## src/rtl/lsu_issue_queue.sv

```systemverilog
// In-order LSU issue queue: holds dispatched memory uOPs, tracks operand readiness via PRF
// wakeups and hands the oldest ready entry to the LSU without ever reordering.
module lsu_issue_queue #(
   parameter int DEPTH     = 8,
   parameter int PAYLOAD_W = 128,
   parameter int TAG_W     = 7,
   parameter int WK_N      = 4
) (
   input  logic                       clk,
   input  logic                       rst_n,
   input  logic                       i_flush,
   input  logic [1:0]                 i_enq_valid,
   input  logic [2*PAYLOAD_W-1:0]     i_enq_payload,
   input  logic [4*TAG_W-1:0]         i_enq_rs_tag,
   input  logic [3:0]                 i_enq_rs_rdy,
   output logic                       o_enq_ready,
   input  logic [WK_N-1:0]            i_wk_valid,
   input  logic [WK_N*TAG_W-1:0]      i_wk_tag,
   input  logic                       i_lsu_busy,
   output logic                       o_issue_valid,
   output logic [PAYLOAD_W-1:0]       o_issue_payload,
   output logic [$clog2(DEPTH):0]     o_count
);

   localparam int IDX_W = $clog2(DEPTH);
   localparam int PTR_W = IDX_W + 1;
   localparam logic [PTR_W-1:0] ENQ_LIMIT = PTR_W'(DEPTH - 2);

   function automatic logic f_wk_hit(
      input logic [TAG_W-1:0]      tag,
      input logic [WK_N-1:0]       vld,
      input logic [WK_N*TAG_W-1:0] tags
   );
      logic hit;
      hit = 1'b0;
      for (int k = 0; k < WK_N; k++) begin
         if (vld[k] && (tags[k*TAG_W +: TAG_W] == tag)) hit = 1'b1;
      end
      return hit;
   endfunction

   logic [PAYLOAD_W-1:0] r_payload [DEPTH];
   logic [TAG_W-1:0]     r_tag0    [DEPTH];
   logic [TAG_W-1:0]     r_tag1    [DEPTH];
   logic [DEPTH-1:0]     r_valid;
   logic [DEPTH-1:0]     r_rdy0;
   logic [DEPTH-1:0]     r_rdy1;
   logic [PTR_W-1:0]     r_head;
   logic [PTR_W-1:0]     r_tail;
   logic [PTR_W-1:0]     r_count;

   logic [IDX_W-1:0]     w_head_idx;
   logic [IDX_W-1:0]     w_tail_idx0;
   logic [IDX_W-1:0]     w_tail_idx1;
   logic                 w_empty;
   logic                 w_enq_accept;
   logic                 w_enq0;
   logic                 w_enq1;
   logic [1:0]           w_enq_num;
   logic                 w_issue;
   logic [DEPTH-1:0]     w_wake0;
   logic [DEPTH-1:0]     w_wake1;
   logic [1:0]           w_slot_rdy0;
   logic [1:0]           w_slot_rdy1;
   logic [DEPTH-1:0]     w_valid_nxt;
   logic [DEPTH-1:0]     w_rdy0_nxt;
   logic [DEPTH-1:0]     w_rdy1_nxt;

   assign w_head_idx  = r_head[IDX_W-1:0];
   assign w_tail_idx0 = r_tail[IDX_W-1:0];
   assign w_tail_idx1 = w_tail_idx0 + IDX_W'(1);
   assign w_empty     = (r_head == r_tail);

   // Admission looks only at the registered count so dispatch never waits on the issue path.
   assign o_enq_ready  = (r_count <= ENQ_LIMIT);
   assign w_enq_accept = o_enq_ready & ~i_flush;
   assign w_enq0       = w_enq_accept & i_enq_valid[0];
   assign w_enq1       = w_enq_accept & i_enq_valid[0] & i_enq_valid[1];
   assign w_enq_num    = {1'b0, w_enq0} + {1'b0, w_enq1};

   assign w_issue         = ~w_empty & r_rdy0[w_head_idx] & r_rdy1[w_head_idx] & ~i_lsu_busy & ~i_flush;
   assign o_issue_valid   = w_issue;
   assign o_issue_payload = r_payload[w_head_idx];
   assign o_count         = r_count;

   always_comb begin
      w_wake0     = '0;
      w_wake1     = '0;
      w_slot_rdy0 = '0;
      w_slot_rdy1 = '0;
      for (int i = 0; i < DEPTH; i++) begin
         w_wake0[i] = r_valid[i] & f_wk_hit(r_tag0[i], i_wk_valid, i_wk_tag);
         w_wake1[i] = r_valid[i] & f_wk_hit(r_tag1[i], i_wk_valid, i_wk_tag);
      end
      // A wakeup in the dispatch cycle would otherwise be lost, since the busy table missed it.
      for (int s = 0; s < 2; s++) begin
         w_slot_rdy0[s] = i_enq_rs_rdy[2*s] |
                          f_wk_hit(i_enq_rs_tag[s*2*TAG_W +: TAG_W], i_wk_valid, i_wk_tag);
         w_slot_rdy1[s] = i_enq_rs_rdy[2*s+1] |
                          f_wk_hit(i_enq_rs_tag[s*2*TAG_W+TAG_W +: TAG_W], i_wk_valid, i_wk_tag);
      end
   end

   always_comb begin
      w_valid_nxt = r_valid;
      w_rdy0_nxt  = r_rdy0 | w_wake0;
      w_rdy1_nxt  = r_rdy1 | w_wake1;
      if (w_issue) begin
         w_valid_nxt[w_head_idx] = 1'b0;
         w_rdy0_nxt[w_head_idx]  = 1'b0;
         w_rdy1_nxt[w_head_idx]  = 1'b0;
      end
      if (w_enq0) begin
         w_valid_nxt[w_tail_idx0] = 1'b1;
         w_rdy0_nxt[w_tail_idx0]  = w_slot_rdy0[0];
         w_rdy1_nxt[w_tail_idx0]  = w_slot_rdy1[0];
      end
      if (w_enq1) begin
         w_valid_nxt[w_tail_idx1] = 1'b1;
         w_rdy0_nxt[w_tail_idx1]  = w_slot_rdy0[1];
         w_rdy1_nxt[w_tail_idx1]  = w_slot_rdy1[1];
      end
   end

   always_ff @(posedge clk or negedge rst_n) begin
      if (!rst_n) begin
         r_head  <= '0;
         r_tail  <= '0;
         r_count <= '0;
         r_valid <= '0;
         r_rdy0  <= '0;
         r_rdy1  <= '0;
      end else if (i_flush) begin
         r_head  <= '0;
         r_tail  <= '0;
         r_count <= '0;
         r_valid <= '0;
         r_rdy0  <= '0;
         r_rdy1  <= '0;
      end else begin
         r_head  <= r_head + PTR_W'(w_issue);
         r_tail  <= r_tail + PTR_W'(w_enq_num);
         r_count <= r_count + PTR_W'(w_enq_num) - PTR_W'(w_issue);
         r_valid <= w_valid_nxt;
         r_rdy0  <= w_rdy0_nxt;
         r_rdy1  <= w_rdy1_nxt;
      end
   end

   // Payload and tags are qualified by r_valid, so they need no reset.
   always_ff @(posedge clk) begin
      if (w_enq0) begin
         r_payload[w_tail_idx0] <= i_enq_payload[0 +: PAYLOAD_W];
         r_tag0[w_tail_idx0]    <= i_enq_rs_tag[0 +: TAG_W];
         r_tag1[w_tail_idx0]    <= i_enq_rs_tag[TAG_W +: TAG_W];
      end
      if (w_enq1) begin
         r_payload[w_tail_idx1] <= i_enq_payload[PAYLOAD_W +: PAYLOAD_W];
         r_tag0[w_tail_idx1]    <= i_enq_rs_tag[2*TAG_W +: TAG_W];
         r_tag1[w_tail_idx1]    <= i_enq_rs_tag[3*TAG_W +: TAG_W];
      end
   end

endmodule

```

## config.mk

```make
export PLATFORM = sky130hd
export DESIGN_NAME = lsu_issue_queue
export DESIGN_NICKNAME = d
export VERILOG_FILES = /design/src/rtl/lsu_issue_queue.sv
export SDC_FILE = /design/constraint.sdc
export NUM_CORES = 2
export LEC_CHECK = 0
export BUFFER_PORTS_ARGS = -buffer_cell sky130_fd_sc_hd__buf_2
export CORE_MARGIN = 2
export CORE_UTILIZATION = 40
export CTS_BUF_LIST = sky130_fd_sc_hd__clkbuf_2
export DETAILED_ROUTE_END_ITERATION = 8
export SYNTH_ARGS = -nofsm -noshare
export SYNTH_HDL_FRONTEND = slang
export SYNTH_SLANG_ARGS = --single-unit
```

## constraint.sdc

```tcl
create_clock -name clk -period 11.95 [get_ports clk]
set_clock_uncertainty 0.1 [all_clocks]
set_input_delay 1.195 -clock clk [delete_from_list [all_inputs] [get_ports clk]]
set_output_delay 1.195 -clock clk [all_outputs]
set_load 0.05 [all_outputs]
```

==> summary.md <==
| Metric | Value |
|---|---|
| Post-route cell area | `73200 sq um` |
| Final slew viol count | `0` |
| Die extent in x | `400 um` |
| Data arrival time of the worst path | `5.27 ns` |
| Yosys top cell area share | `0.544` |
| Most numerous cell in the Yosys netlist | `sky130_fd_sc_hd__nand2_1` |
| Post-detailed-placement half-perimeter wirelength | `122 mm` |
| Outcome | `complete, no violations` |
| Total setup buffers inserted after CTS | `0` |
| Maximum level of the CTS H-tree | `5` |
| Die ar. | `160000 sq um` |
| Dominant cell type by area after synthesis | `sky130_fd_sc_hd__edfxtp_1` |
| Setup TNS | `0 ns` |
| Share of the yosys chip area belonging to registers | `0.559` |
| Netlist area before placement | `62700 sq um` |
| RD Place Congestion | `0.875` |
| Detailed Routing Iterations Pass 1 | `7` |
| Number of enable flip-flop cells after synthesis | `1136` |
| Maximum buffer depth of the clock tree | `4` |
| Number of design rule violations left after detail routing | `0` |
| Area growth from synthesis to layout | `16.8%` |
| Fmax | `0.152 GHz` |
| Worst voltage drop across the vdd grid | `90.0 uV` |
| Number of cell rows | `145` |
| Clk Latency, worst-skew pair | `1.69 ns` |
| Type of the worst setup path | `reg2out` |
| Final-report setup violation count | `0` |
| Element type at the critical path end | `output port` |
| Power density over cell area | `120 nW/um^2` |
| Global-route wire length before repair | `335 mm` |
| Number of port buffers | `459` |
| Fill cell total of the finished layout | `14297` |
| I/O pin count | `460` |
| Required time worst endpoint | `10.66 ns` |
| Setup repair after global routing missed its margin | `no` |
| Final hold violations | `0` |
| TritonCTS clock tree | `done` |
| Leakage power summed over all cells | `27.3 nW` |
| Worst slew slack as a fraction of its limit | `0.139` |
| Proportion of layout cells with a drive suffix above 1 | `0.221` |
| Final critical-path required period | `6.57 ns` |
| Drt first-iter violations | `5849` |
| Overall routed net length | `233 mm` |
| Cell variety after synth | `52` |
| Global-route congestion overflow total | `0` |
| Register clock-pin slew on the reported worst setup and hold paths | `0.08 ns` |
| Number of routed nets with antenna violations | `0` |
| Synthesized flop and latch total | `1172` |
| Area after DPL | `66000 sq um` |
| Number of synthesis warnings | `0` |
| Via count of the first global-routing pass | `50483` |
| Number of max-cap violations | `0` |
| Register Area | `35000 sq um` |
| List of most frequent post-synthesis cells | `sky130_fd_sc_hd__nand2_1 (1853), sky130_fd_sc_hd__edfxtp_1 (1136), sky130_fd_sc_hd__a22oi_1 (512), sky130_fd_sc_hd__xnor2_1 (474), sky130_fd_sc_hd__mux2_2 (402)` |
| Clock buffer count from CTS | `332` |
| Register-to-register setup slack | `7.04 ns` |
| Nets | `6860` |
| PnR worst setup slack | `5.38 ns` |
| Gate count after technology mapping | `5740` |
| Synth area leaders | `sky130_fd_sc_hd__edfxtp_1 (54%), sky130_fd_sc_hd__nand2_1 (11%), sky130_fd_sc_hd__mux2_2 (7.2%)` |
| Total vias in the final route | `50928` |
| Area of the core | `156000 sq um` |
| Instance count after placement with tap cells included | `7807` |
| Minimum setup slack after placement | `6.51 ns` |
| Chip height | `400 um` |
| Fraction of synthesis flops using an asynchronous set or reset pin | `0.0307` |
| Initial Utilization | `0.402` |
| Worst hold-check path type | `in2reg` |
| Worst hold slack across all endpoints | `0.261 ns` |
| Filler-free cell count of the finished design | `8821` |
| All-layer global routing usage | `0.284` |
| Root Buffer | `sky130_fd_sc_hd__clkbuf_2` |
| Initial antenna violation count | `37` |
| Detailed-route vias per instance | `5.77` |
| Sort of element at the start of the critical path | `flip-flop` |
| Mapped Nets | `6079` |
| Multi-input combinational cell area | `25500 sq um` |
| Highest net fanout along the worst path | `58` |
| Leading register cell type out of synthesis | `sky130_fd_sc_hd__edfxtp_1` |
| Transition time at the pin with the least slew margin | `1.29 ns` |
| Portion of the clock cycle consumed by the worst path in the final layout | `0.550` |
| Avg WL per Cell | `26.4 um` |
| Number of clock sinks | `1172` |
| Average cell area after synthesis | `10.9 sq um` |
| Maximum number of pins on one net before global-route repair | `138` |
-- cells in the final DEF (no fill, tap or decap), types with 54 or more instances in the layout --
master                          instances
sky130_fd_sc_hd__xnor2_1              474
sky130_fd_sc_hd__edfxtp_1            1136
sky130_fd_sc_hd__mux2_1               105
sky130_fd_sc_hd__nand4_1              274
sky130_fd_sc_hd__a22oi_1              512
sky130_fd_sc_hd__clkinv_1              54
sky130_fd_sc_hd__buf_2                459
sky130_fd_sc_hd__nor2_1               110
sky130_fd_sc_hd__buf_4                 73
sky130_fd_sc_hd__clkbuf_2             484
sky130_fd_sc_hd__nand2_1             1852
sky130_fd_sc_hd__dlygate4sd3_1        437
sky130_fd_sc_hd__mux2_2               402
sky130_fd_sc_hd__xor2_1                97
-- critical path, cell delays in order, from the launching register on --
cell                      delay, ns
sky130_fd_sc_hd__dfrtp_1       0.85
sky130_fd_sc_hd__nand2_1       0.20
sky130_fd_sc_hd__nor2_4        0.64
sky130_fd_sc_hd__buf_4         0.90
sky130_fd_sc_hd__a22oi_1       0.20
sky130_fd_sc_hd__nand4_1       0.43
sky130_fd_sc_hd__buf_2         0.36
-- kinds of logic (layout without fill, tap and decap cells) --
group / after synthesis / in the layout / share of synthesized area
AND/OR/NAND/NOR: 2310 / 2310 / 0.152
flip-flops: 1172 / 1172 / 0.559
AO/OA/AOI/OAI: 605 / 605 / 0.0725
XOR/XNOR: 572 / 572 / 0.0801
buffers and inverters: 536 / 1535 / 0.0369
multiplexers: 532 / 532 / 0.0973
adder cells (fa/ha/maj): 13 / 13 / 0.00283
other: 0 / 24 / 0
-- layout make-up --
type	count	share of cell area
diodes	24	0.000820
clock buffers	484	0.0331
clock inverters	68	0.00400
inverters	10	0.000513
multi-input cells	4032	0.348
flip-flops and latches	1172	0.478
well taps	2058	0.0352
repair buffers	973	0.0997
-- final timing paths --
check	from	end	cells after the start
setup / recovery	r_head[0]	o_issue_payload[15]	6
hold / removal	i_enq_payload[189]	r_payload[5][61]	4
setup reg to reg	r_tail[1]	r_payload[6][67]	7
hold reg to reg	r_tail[3]	r_tail[3]	2
max in group asynchronous	rst_n	r_valid[1]	4
min in group asynchronous	rst_n	o_count[2]	4
-- stage by stage --
step                total power, mW  utilization
global route                   9.16        0.470
floorplan                      5.52            -
detailed placement             5.92        0.424
CTS                            8.83        0.469
global placement               5.90        0.424
finish                         8.80        0.470
-- routing by layer --
| layer | vias up | GRT usage | wire (um) |
|---|---|---|---|
| li1 | 22184 | - | - |
| met2 | 3101 | 0.466 | 111000 |
| met4 | 44 | 0.107 | 7450 |
| met1 | 25050 | 0.359 | 89000 |
| met3 | 549 | 0.0728 | 25400 |
| met5 | - | 0 | 275 |
-- power by group --
| part | internal (mW) | switching [mW] |
|---|---|---|
| Sequential | 4.66 | 0.0542 |
| Combinational | 0.460 | 0.803 |
| Clock | 1.09 | 1.74 |
| Total | 6.20 | 2.60 |
-- state kept, by name, summed over array words and instances (netlist names) --
name	cells
o_count	4
r_head	4
r_payload	1024
r_rdy0	8
r_rdy1	8
r_tag0	56
r_tag1	56
r_tail	4
r_valid	8
-- timing repair --
| action | CTS | global route |
|---|---|---|
| hold endpoints to repair | 1208 | 0 |
| resized for setup | 0 | 0 |
| hold buffers | 438 | 0 |
No activity file was read; power rests on OpenSTA's default activity.
